--- src/rtl/addsub_pkg.sv ---
// Shared definitions for the pipelined add/subtract unit: mode field layout
// and the saturation constants for a given operand width (up to 64 bits).
package addsub_pkg;

  localparam int MODE_SUB    = 0;
  localparam int MODE_SIGNED = 1;
  localparam int MODE_SAT    = 2;
  localparam int MODE_BITS   = 3;

  // Field order matches the MODE_* bit positions (sub is bit 0).
  typedef struct packed {
    logic sat;
    logic signd;
    logic sub;
  } mode_t;

  function automatic logic [63:0] umax_of(input int w);
    if (w >= 64) return '1;
    return (64'd1 << w) - 64'd1;
  endfunction

  function automatic logic [63:0] umin_of(input int w);
    if (w < 0) return '1;
    return '0;
  endfunction

  function automatic logic [63:0] smax_of(input int w);
    return umax_of(w) >> 1;
  endfunction

  function automatic logic [63:0] smin_of(input int w);
    return 64'd1 << (w - 1);
  endfunction

endpackage

--- src/rtl/addsub_slice.sv ---
// One carry slice of the pipeline: adds the lowest SW bits of the remaining
// operands, registers the slice sum into the top of the result vector and the
// carry-out, and shifts the untouched operand slices down for the next stage.
module addsub_slice
  import addsub_pkg::*;
#(
  parameter int WIDTH = 16,
  parameter int SW    = 8
) (
  input  logic             clk,
  input  logic             rst_n,
  input  logic             en,
  input  logic             valid,
  input  logic [WIDTH-1:0] a,
  input  logic [WIDTH-1:0] b,
  input  logic [WIDTH-1:0] res,
  input  logic             cin,
  input  mode_t            mode,
  output logic             valid_q,
  output logic [WIDTH-1:0] a_q,
  output logic [WIDTH-1:0] b_q,
  output logic [WIDTH-1:0] res_q,
  output logic             cout_q,
  output mode_t            mode_q
);

  logic [SW-1:0] sum;
  logic          cout;
  logic          unused_res;

  assign {cout, sum} = {1'b0, a[SW-1:0]} + {1'b0, b[SW-1:0]} + {{SW{1'b0}}, cin};

  // The low result bits are still empty filler at this point; they shift out.
  assign unused_res = ^res[SW-1:0];

  // Stage register: shifts the whole slice payload forward when the pipe advances.
  always_ff @(posedge clk or negedge rst_n) begin
    if (!rst_n) begin
      valid_q <= 1'b0;
      a_q     <= '0;
      b_q     <= '0;
      res_q   <= '0;
      cout_q  <= 1'b0;
      mode_q  <= '0;
    end else if (en) begin
      valid_q <= valid;
      a_q     <= {{SW{1'b0}}, a[WIDTH-1:SW]};
      b_q     <= {{SW{1'b0}}, b[WIDTH-1:SW]};
      res_q   <= {sum, res[WIDTH-1:SW]};
      cout_q  <= cout;
      mode_q  <= mode;
    end
  end

endmodule

--- src/rtl/pipe_addsub.sv ---
// Pipelined add/subtract with signed/unsigned overflow, saturation and flags.
// STAGES-1 registered carry slices feed a final slice whose register is the
// output register, so latency is exactly STAGES advancing cycles.
module pipe_addsub
  import addsub_pkg::*;
#(
  parameter int WIDTH  = 16,
  parameter int STAGES = 2
) (
  input  logic             Clk,
  input  logic             Rst_n,
  input  logic             En,
  input  logic             In_valid,
  output logic             In_ready,
  input  logic [WIDTH-1:0] A,
  input  logic [WIDTH-1:0] B,
  input  logic             Sub,
  input  logic             Signed,
  input  logic             Sat,
  output logic             Out_valid,
  input  logic             Out_ready,
  output logic [WIDTH-1:0] Sum,
  output logic             Carry,
  output logic             Overflow,
  output logic             Zero
);

  localparam int SW = WIDTH / STAGES;
  localparam int L  = STAGES - 1;

  localparam logic [63:0] UMAX_W = umax_of(WIDTH);
  localparam logic [63:0] UMIN_W = umin_of(WIDTH);
  localparam logic [63:0] SMAX_W = smax_of(WIDTH);
  localparam logic [63:0] SMIN_W = smin_of(WIDTH);
  localparam logic [WIDTH-1:0] UMAX = UMAX_W[WIDTH-1:0];
  localparam logic [WIDTH-1:0] UMIN = UMIN_W[WIDTH-1:0];
  localparam logic [WIDTH-1:0] SMAX = SMAX_W[WIDTH-1:0];
  localparam logic [WIDTH-1:0] SMIN = SMIN_W[WIDTH-1:0];

  logic adv;

  logic             st_v   [STAGES];
  logic [WIDTH-1:0] st_a   [STAGES];
  logic [WIDTH-1:0] st_b   [STAGES];
  logic [WIDTH-1:0] st_res [STAGES];
  logic             st_c   [STAGES];
  mode_t            st_m   [STAGES];

  logic [MODE_BITS-1:0] mode_in;

  logic [SW-1:0]    fin_sum;
  logic             fin_c;
  logic [WIDTH-1:0] raw;
  logic             sa;
  logic             sb;
  logic             ovf;
  logic [WIDTH-1:0] sum_n;

  // In_ready is combinational from Out_ready and En; there is no skid buffer.
  assign adv      = En && (!Out_valid || Out_ready);
  assign In_ready = adv;

  assign mode_in[MODE_SUB]    = Sub;
  assign mode_in[MODE_SIGNED] = Signed;
  assign mode_in[MODE_SAT]    = Sat;

  // Operand prep: subtraction is A + ~B + 1.
  assign st_v[0]   = In_valid;
  assign st_a[0]   = A;
  assign st_b[0]   = Sub ? ~B : B;
  assign st_res[0] = '0;
  assign st_c[0]   = Sub;
  assign st_m[0]   = mode_t'(mode_in);

  for (genvar k = 0; k < STAGES - 1; k++) begin : g_slice
    addsub_slice #(
      .WIDTH (WIDTH),
      .SW    (SW)
    ) u_slice (
      .clk     (Clk),
      .rst_n   (Rst_n),
      .en      (adv),
      .valid   (st_v[k]),
      .a       (st_a[k]),
      .b       (st_b[k]),
      .res     (st_res[k]),
      .cin     (st_c[k]),
      .mode    (st_m[k]),
      .valid_q (st_v[k+1]),
      .a_q     (st_a[k+1]),
      .b_q     (st_b[k+1]),
      .res_q   (st_res[k+1]),
      .cout_q  (st_c[k+1]),
      .mode_q  (st_m[k+1])
    );
  end

  // Final slice: the top operand slice now sits in the low SW bits.
  assign {fin_c, fin_sum} = {1'b0, st_a[L][SW-1:0]} + {1'b0, st_b[L][SW-1:0]}
                          + {{SW{1'b0}}, st_c[L]};
  assign sa = st_a[L][SW-1];
  assign sb = st_b[L][SW-1];

  if (STAGES == 1) begin : g_raw_single
    logic unused_bits;
    assign raw         = fin_sum;
    assign unused_bits = ^st_res[0];
  end else begin : g_raw_multi
    // Upper operand bits are zero fill and low result bits are empty fill here.
    logic unused_bits;
    assign raw         = {fin_sum, st_res[L][WIDTH-1:SW]};
    assign unused_bits = ^{st_a[L][WIDTH-1:SW], st_b[L][WIDTH-1:SW], st_res[L][SW-1:0]};
  end

  // Overflow detection and saturation ahead of the output register.
  always_comb begin
    ovf   = 1'b0;
    sum_n = raw;
    if (st_m[L].signd)
      ovf = (sa == sb) && (raw[WIDTH-1] != sa);
    else if (st_m[L].sub)
      ovf = !fin_c;
    else
      ovf = fin_c;
    if (st_m[L].sat && ovf) begin
      if (st_m[L].signd)
        sum_n = sa ? SMIN : SMAX;
      else
        sum_n = st_m[L].sub ? UMIN : UMAX;
    end
  end

  // Output register: loads only on an advancing cycle carrying valid data.
  always_ff @(posedge Clk or negedge Rst_n) begin
    if (!Rst_n) begin
      Out_valid <= 1'b0;
      Sum       <= '0;
      Carry     <= 1'b0;
      Overflow  <= 1'b0;
      Zero      <= 1'b0;
    end else if (adv) begin
      Out_valid <= st_v[L];
      if (st_v[L]) begin
        Sum      <= sum_n;
        Carry    <= fin_c;
        Overflow <= ovf;
        Zero     <= (sum_n == '0);
      end
    end
  end

endmodule

--- config.mk ---
export PLATFORM = sky130hd
export DESIGN_NAME = pipe_addsub
export DESIGN_NICKNAME = d
export VERILOG_FILES = /design/src/rtl/addsub_pkg.sv /design/src/rtl/addsub_slice.sv /design/src/rtl/pipe_addsub.sv
export SDC_FILE = /design/constraint.sdc
export NUM_CORES = 1
export LEC_CHECK = 0
export ABC_AREA = 1
export CORE_AREA = 10 10 101 103
export DETAILED_ROUTE_END_ITERATION = 8
export DIE_AREA = 0 0 111 113
export PLACE_DENSITY = 0.64
export SETUP_SLACK_MARGIN = 0.2
export SYNTH_ARGS = -nofsm -noshare
export SYNTH_HDL_FRONTEND = slang
export SYNTH_SLANG_ARGS = --single-unit
--- constraint.sdc ---
create_clock -name Clk -period 2.45 [get_ports Clk]
set_input_delay 0.6125 -clock Clk [delete_from_list [all_inputs] [get_ports Clk]]
set_output_delay 0.6125 -clock Clk [all_outputs]
set_load 0.03 [all_outputs]
==> key figures, run 1 <==
Outcome
  • Status: finished clean

Pwr
  • PwrDens: ~930 nW/um^2
  • Leakage: between 0.0015 and 0.002 uW
  • Maximum VDD drop: 0.000319 V
  • Pwr Total: ~3800 uW

Die
  • IO Count: 61
  • Initial Util: 34.2%
  • Core box area: slightly above 8000 sq um
  • Die height: between 100 and 150 um
  • Rows: 33
  • Die Width: ~110 um
  • Die ar.: approximately 13,000 sq um

Placement
  • Hpwl dp: about 5.4 mm
  • Port-buffer cells: 60
  • Routability-driven placement congestion ratio: about 0.86

Timing
  • Fmax: between 400 and 500 MHz
  • Final hold violations: 0
  • RSZ-0062 raised after global routing: true
  • Headroom to the max-slew limit: roughly three quarters
  • Final period utilization: about 92%
  • Setup TNS: 0 ns
  • Setup violations, final: 0
  • Tightest Pin Transition: roughly 0.38 ns
  • Clock Skews: ~0.0039 ns
  • Max Transition Viols Final: 0
  • Post-route minimum period: about 2.3 ns

Drt
  • Drt total wl: about 7.0 mm
  • Drt pass-1 iters: 4
  • Detailed Route Iter0 Violations: 143
  • Vias per cell: between 4 and 5
  • Post-DRT Antenna Nets: 0
  • Residual DRC count: 0
  • DR WL/cell: 13.4 um
  • Detailed-route via count: about 2,400

Finish
  • Antenna cell count: 0
  • Final core occ: slightly below 50%
  • # fillers: around 750
  • Area Overhead vs Synth: 44.9%
  • Commonest non-fill, non-tap cell in the layout: nand2_1
  • Fin nets: ~480
  • Most frequent cells in the layout: nand2_1 (97), clkdlybuf4s50_1 (55), dfrtp_1 (49)
  • Share of post-route cells with drive strength above 1: 22.4%

Hold path
  • Hold WC Path Type: primary input to async pin

Clocking
  • Clock Path Buffers: 2
  • Worst-path clk slew: about 0.09 ns
  • CTS tree: built
  • Post-CTS Hold Buffers: 0
  • Clk sinks: a little under 50
  • Clock Latency Late Sink: approximately 0.30 ns
  • Cts bufs inserted: 5
  • CTS root buffer: clkbuf_8
  • H-tree levels: 2

Global routing
  • Largest net degree at the start of global routing: 43
  • Initial antenna violation count: 0
  • Gr usage total: 10.7%
  • Vias in the first global route: ~2,500
  • Remaining Overflow, GRT: 0
  • First-pass GRT wire length: 11.5 mm

Critical path
  • Reg2reg setup slack: roughly 0.19 ns
  • Crit-path cells: fa_2 -> inv_2 -> fa_2 -> inv_2 -> nand3_2 -> nand2_2 -> nand2_2 -> nand3_2 -> nand2_4 -> nand3_4 -> clkbuf_16 -> o21ai_0 -> nand2_1 -> nor2_1 -> nand3_1 -> nand2_1
  • Worst r2r src: g_slice[0].u_slice.a_q[0]
  • CP Launch Type: flop
  • CP Capture Type: flop
  • Critical Path RT: around 2.7 ns
  • Master of the slowest instance on the critical path: dfrtp_1
  • Critical setup path kind: flop to flop
  • R2R cell count: 16
  • Worst-path maximum fanout: 6
  • Worst flop-to-flop path endpoint: Zero
  • WP data arrival: around 2.5 ns
  • CP max stage delay: approximately 0.41 ns

Synth
  • Post-synth cell types: 30
  • Mapped Area: approximately 2800 sq um
  • Synthesized flop and latch total: 49
  • Syn nets: 381
  • Post-synthesis sequential area ratio: roughly 44%
  • Cell count after synthesis: 324
  • Yosys Warn Count: 0
  • Syn_area_per_cell: about 8.6 sq um

Flow run
  • MaxCap Viol Count: 0
-- critical path, delay by kind of cell, from the launching register on --
kind	cells	cell delay [ns]
DFF	1	0.41
AOI/OAI and AO/OA	1	0.08
buffers and inverters	3	0.28
adders and majority gates	2	0.60
and+or+nand+nor	10	0.84
-- worst max-delay path by stage --
stage	from	to	slack, ns	cells past startpoint
floorplan	Sub	g_slice[0].u_slice.res_q[13]	0.13	11
global placement	Sub	g_slice[0].u_slice.cout_q	-0.22	11
detailed placement	Sub	g_slice[0].u_slice.cout_q	-0.30	11
CTS	g_slice[0].u_slice.cout_q	Zero	0.18	17
global route	g_slice[0].u_slice.cout_q	Zero	-0.003	17
finish	g_slice[0].u_slice.a_q[0]	Zero	0.19	16
-- layout make-up --
type | instances | area [sq um] | share of cell area, %
Clock inverter | 2 | 10.0 | 0.248
Inverter | 22 | 87.6 | 2.17
Clock buffer | 6 | 72.6 | 1.80
Timing Repair inverter | 1 | 6.26 | 0.155
Timing Repair Buffer | 98 | 917 | 22.7
Sequential cell | 49 | 1230 | 30.4
Multi-Input combinational cell | 241 | 1580 | 39.2
Tap cell | 105 | 131 | 3.26
-- repair_timing --
item,in CTS,in global routing
pin swaps,6,22
setup endpoints to repair,24,22
cloned,0,2
gates resized for setup,10,41
setup buffers,3,4
-- per-stage QoR --
step | area [sq um] | hold slack [ns] | std cells | worst slack, ns
detailed placement | 3690 | 0.471 | 507 | -0.301
finish | 4030 | 0.201 | 524 | 0.187
CTS | 3820 | 0.210 | 518 | 0.176
global route | 4030 | 0.219 | 524 | -0.00285
floorplan | 2810 | 0.317 | 324 | 0.133
global placement | 3690 | 0.468 | 507 | -0.223
-- registers in the layout, summed over array words and instances (netlist names) --
name                     cells
Sum                         16
g_slice.u_slice.a_q          8
g_slice.u_slice.b_q          8
g_slice.u_slice.res_q        8
g_slice.u_slice.mode_q       3
Carry                        1
Out_valid                    1
Overflow                     1
Zero                         1
g_slice.u_slice.cout_q       1
g_slice.u_slice.valid_q      1
-- logic make-up after synthesis --
| logic type | share of synthesized area [%] |
|---|---|
| xor gates and xnor gates | 8.19 |
| AOI/OAI and AO/OA | 13.6 |
| buffers and inverters | 5.44 |
| DFF | 44.1 |
| adders and majority gates | 8.46 |
| and+or+nand+nor | 20.2 |
-- power breakdown --
| part | internal, uW | switching, uW |
|---|---|---|
| Combinational | 968 | 1070 |
| Clock | 199 | 267 |
| Sequential | 1060 | 187 |
| Total | 2220 | 1530 |
-- synthesized netlist by cell type (all sizes together) --
library cell / n / area share, %
clkbuf: 7 / 0.94
xor2: 11 / 3.5
a21o: 1 / 0.27
nand4: 2 / 0.45
or2: 1 / 0.23
buf: 5 / 1.5
a22o: 1 / 0.31
nand3: 13 / 2.7
a31oi: 2 / 0.45
a21oi: 10 / 2.1
inv: 22 / 3.0
fa: 3 / 2.2
dfrtp: 49 / 44
o21a: 3 / 0.81
o21bai: 1 / 0.27
xnor2: 15 / 4.7
a2bb2oi: 12 / 3.8
nand2: 109 / 15
ha: 14 / 6.3
nor2: 13 / 1.8
o21ai: 29 / 5.4
o221ai: 1 / 0.31
-- metal layers --
layer	global-route usage (%)	share of wire, %	vias up
met5	0	0	-
met4	4.95	2.1	0
met3	2.64	5.7	11
met2	16.9	46	67
met1	13.4	46	1116
li1	-	-	1247
Power figures use the tool's default switching activity.
==> inputs of run 2 (changes only) <==
Settings changed: CAP_MARGIN set to 20.
Clock period 2.45 ns to 2.7 ns, I/O delays scaled along.
==> run 2 against run 1 <==
- first-iteration DRC count fell by 9.1%
- routed wire length fell by 4.2%
- combinational power fell by 21%
- worst setup slack improved by 0.087 ns
- sequential cell count did not move
- global-route usage fell by 0.52 points
- count of clock-buffer cells in the layout fell by 1
- via count fell by 3.1%
- core utilization fell by 3.3 points
- die area did not move
- final area fell by 6.7%
- largest cell class unchanged
==> key figures, run 2 (synthesis results as in run 1) <==
Outcome
  • Status: finished clean

Placement
  • Hpwl dp: about 5.2 mm
  • Placement Cell Area: approximately 3500 sq um
  • Routability-driven placement congestion ratio: between 0.8 and 0.9
  • Port-buffer cells: 60

Pwr
  • Comb power frac: between 50% and 60%
  • Maximum VDD drop: between 0.0002 and 0.00025 V
  • Pint: 1870 uW
  • Switching part of the total power: 40.8%
  • Clock Power Share: a little over an eighth
  • Sequential share of power: about a third
  • Pwr Total: approximately 3200 uW
  • Psw: around 1300 uW
  • PwrDens: around 840 nW/um^2
  • Leakage: between 0.0015 and 0.002 uW

Clocking
  • H-tree levels: 2
  • Clock Path Buffers: 2
  • Cts bufs inserted: 5
  • CTS tree: built
  • CTS root buffer: clkbuf_8
  • Clk sinks: 49
  • Worst-path clk slew: ~0.090 ns
  • Clock Latency Late Sink: just over 0.3 ns

Finish
  • Antenna cell count: 0
  • Final instance area: about 3800 sq um
  • Number of flip-flops in the largest register: 16
  • Share of post-route cells with drive strength above 1: roughly 13%
  • Most frequent cells in the layout: nand2_1 (103), clkdlybuf4s50_1 (57), dfrtp_1 (49)
  • Fin nets: 458
  • Area Overhead vs Synth: 35.2%
  • Commonest non-fill, non-tap cell in the layout: nand2_1
  • Reg with most FFs: Sum

Global routing
  • Initial antenna violation count: 0
  • Vias in the first global route: approximately 2,300
  • First-pass GRT wire length: ~11 mm
  • Gr usage total: 10.2%
  • Largest net degree at the start of global routing: 50
  • Remaining Overflow, GRT: 0

Critical path
  • R2R cell count: 14
  • Worst-path maximum fanout: 4
  • Critical Path RT: 2.89 ns
  • Crit-path cells: clkdlybuf4s50_1 -> xor2_2 -> ha_1 -> a21o_1 -> a31oi_1 -> nor2_1 -> o21ai_1 -> nand2_1 -> xnor2_1 -> o21ai_1
  • Worst flop-to-flop path endpoint: Sum[7]
  • WP data arrival: ~2.6 ns
  • WP depth: 10
  • Cell mode on critical path: o21ai_1
  • Delay-heaviest family, CP: compound AO/OA/AOI/OAI gates
  • Crit path launch: B[2]
  • Critical setup path kind: primary input to flop
  • Reg2reg setup slack: 0.33 ns
  • Critical Path End: g_slice[0].u_slice.res_q[13]
  • Worst r2r src: g_slice[0].u_slice.cout_q
  • Master of the slowest instance on the critical path: clkdlybuf4s50_1
  • CP Capture Type: flop
  • Critical path buffer and inverter count: 1
  • CP max stage delay: around 0.46 ns
  • CP Launch Type: primary input

Timing
  • RSZ-0062 raised after global routing: true
  • Post-route minimum period: between 2 and 2.5 ns
  • Final period utilization: around 90%
  • Final hold violations: 0
  • Clock Skews: 0.00540 ns
  • Headroom to the max-slew limit: roughly three fifths
  • Tightest Pin Transition: 0.601 ns
  • Fmax: slightly above 400 MHz
  • Max Transition Viols Final: 0
  • Hold Slack: between 0.4 and 0.5 ns
  • Setup violations, final: 0

Die
  • Initial Util: approximately a third
  • Core box area: about 8100 sq um
  • Die Width: ~110 um
  • Die height: about 110 um
  • IO Count: 61
  • Rows: 33
  • Die ar.: 12,500 sq um

Drt
  • Vias per cell: 4.67
  • DR WL/cell: 13.3 um
  • Drt pass-1 iters: 4
  • Residual DRC count: 0
  • Drt total wl: roughly 6.7 mm
  • Post-DRT Antenna Nets: 0
  • Detailed Route Iter0 Violations: 130
  • Detailed-route via count: about 2,400

Hold path
  • Hold WC Path Type: primary input to async pin

Flow run
  • MaxCap Viol Count: 0
[run 2: changes by cell type in the layout (fill, tap and decap cells not counted), moves of 2 or more]
cell             delta
nand3_2             -2
nand2_4             -2
nand2_2             -4
clkdlybuf4s50_1     +2
a2bb2oi_1          +10
inv_2               -2
buf_4              -17
nand2_1             +6
inv_1               +2
a2bb2oi_2          -10
o21ai_1             +2
o21ai_2             -2
nand3_1             +3
[run 2: stage by stage]
step / cells / worst slack [ns] / util [%] / setup TNS, ns
after floorplan: 324 / 0.222 / - / 0
after global placement: 491 / -0.0242 / 43.6 / -0.0242
after detailed placement: 491 / -0.120 / 43.6 / -0.327
after CTS: 499 / 0.208 / 44.6 / 0
after global routing: 507 / 0.129 / 46.2 / 0
final: 507 / 0.274 / 46.2 / 0
[run 2: worst min-delay path by stage]
stage,cells past startpoint,startpoint,slack [ns],endpoint
after floorplan,0,Rst_n,0.38,Carry
after global placement,2,Sum[15],0.47,Sum[15]
after detailed placement,2,Sum[15],0.47,Sum[15]
after CTS,2,Rst_n,0.48,Sum[2]
after global routing,2,Sum[15],0.50,Sum[15]
final,2,Rst_n,0.45,Sum[1]
[run 2: final cells by class]
class | count | area [sq um]
Clock buffer | 5 | 68.8
Clock inverter | 3 | 17.5
Fill cell | 800 | 4370
Inverter | 22 | 85.1
Multi-Input combinational cell | 241 | 1440
Sequential cell | 49 | 1230
Tap cell | 105 | 131
Timing Repair Buffer | 82 | 791
[run 2: power groups by stage]
stage	Clock [uW]	Combinational [uW]	Sequential [uW]
CTS	440	1540	1120
finish	429	1610	1120
detailed placement	0	1540	1130
global route	467	1760	1150
floorplan	0	734	1360
global placement	0	1520	1120
[run 2: per-layer routing]
layer,GRT usage (%),wire (um)
met2,15.9,3040
met3,2.06,277
met5,0,0
met1,13.0,3290
met4,5.12,116
[run 2: what timing repair did]
item,in CTS,in global routing
setup endpoints to repair,1,20
setup buffers,0,7
hold buffers,0,0
resized for setup,1,18
pin swaps,0,16
gates cloned,0,1
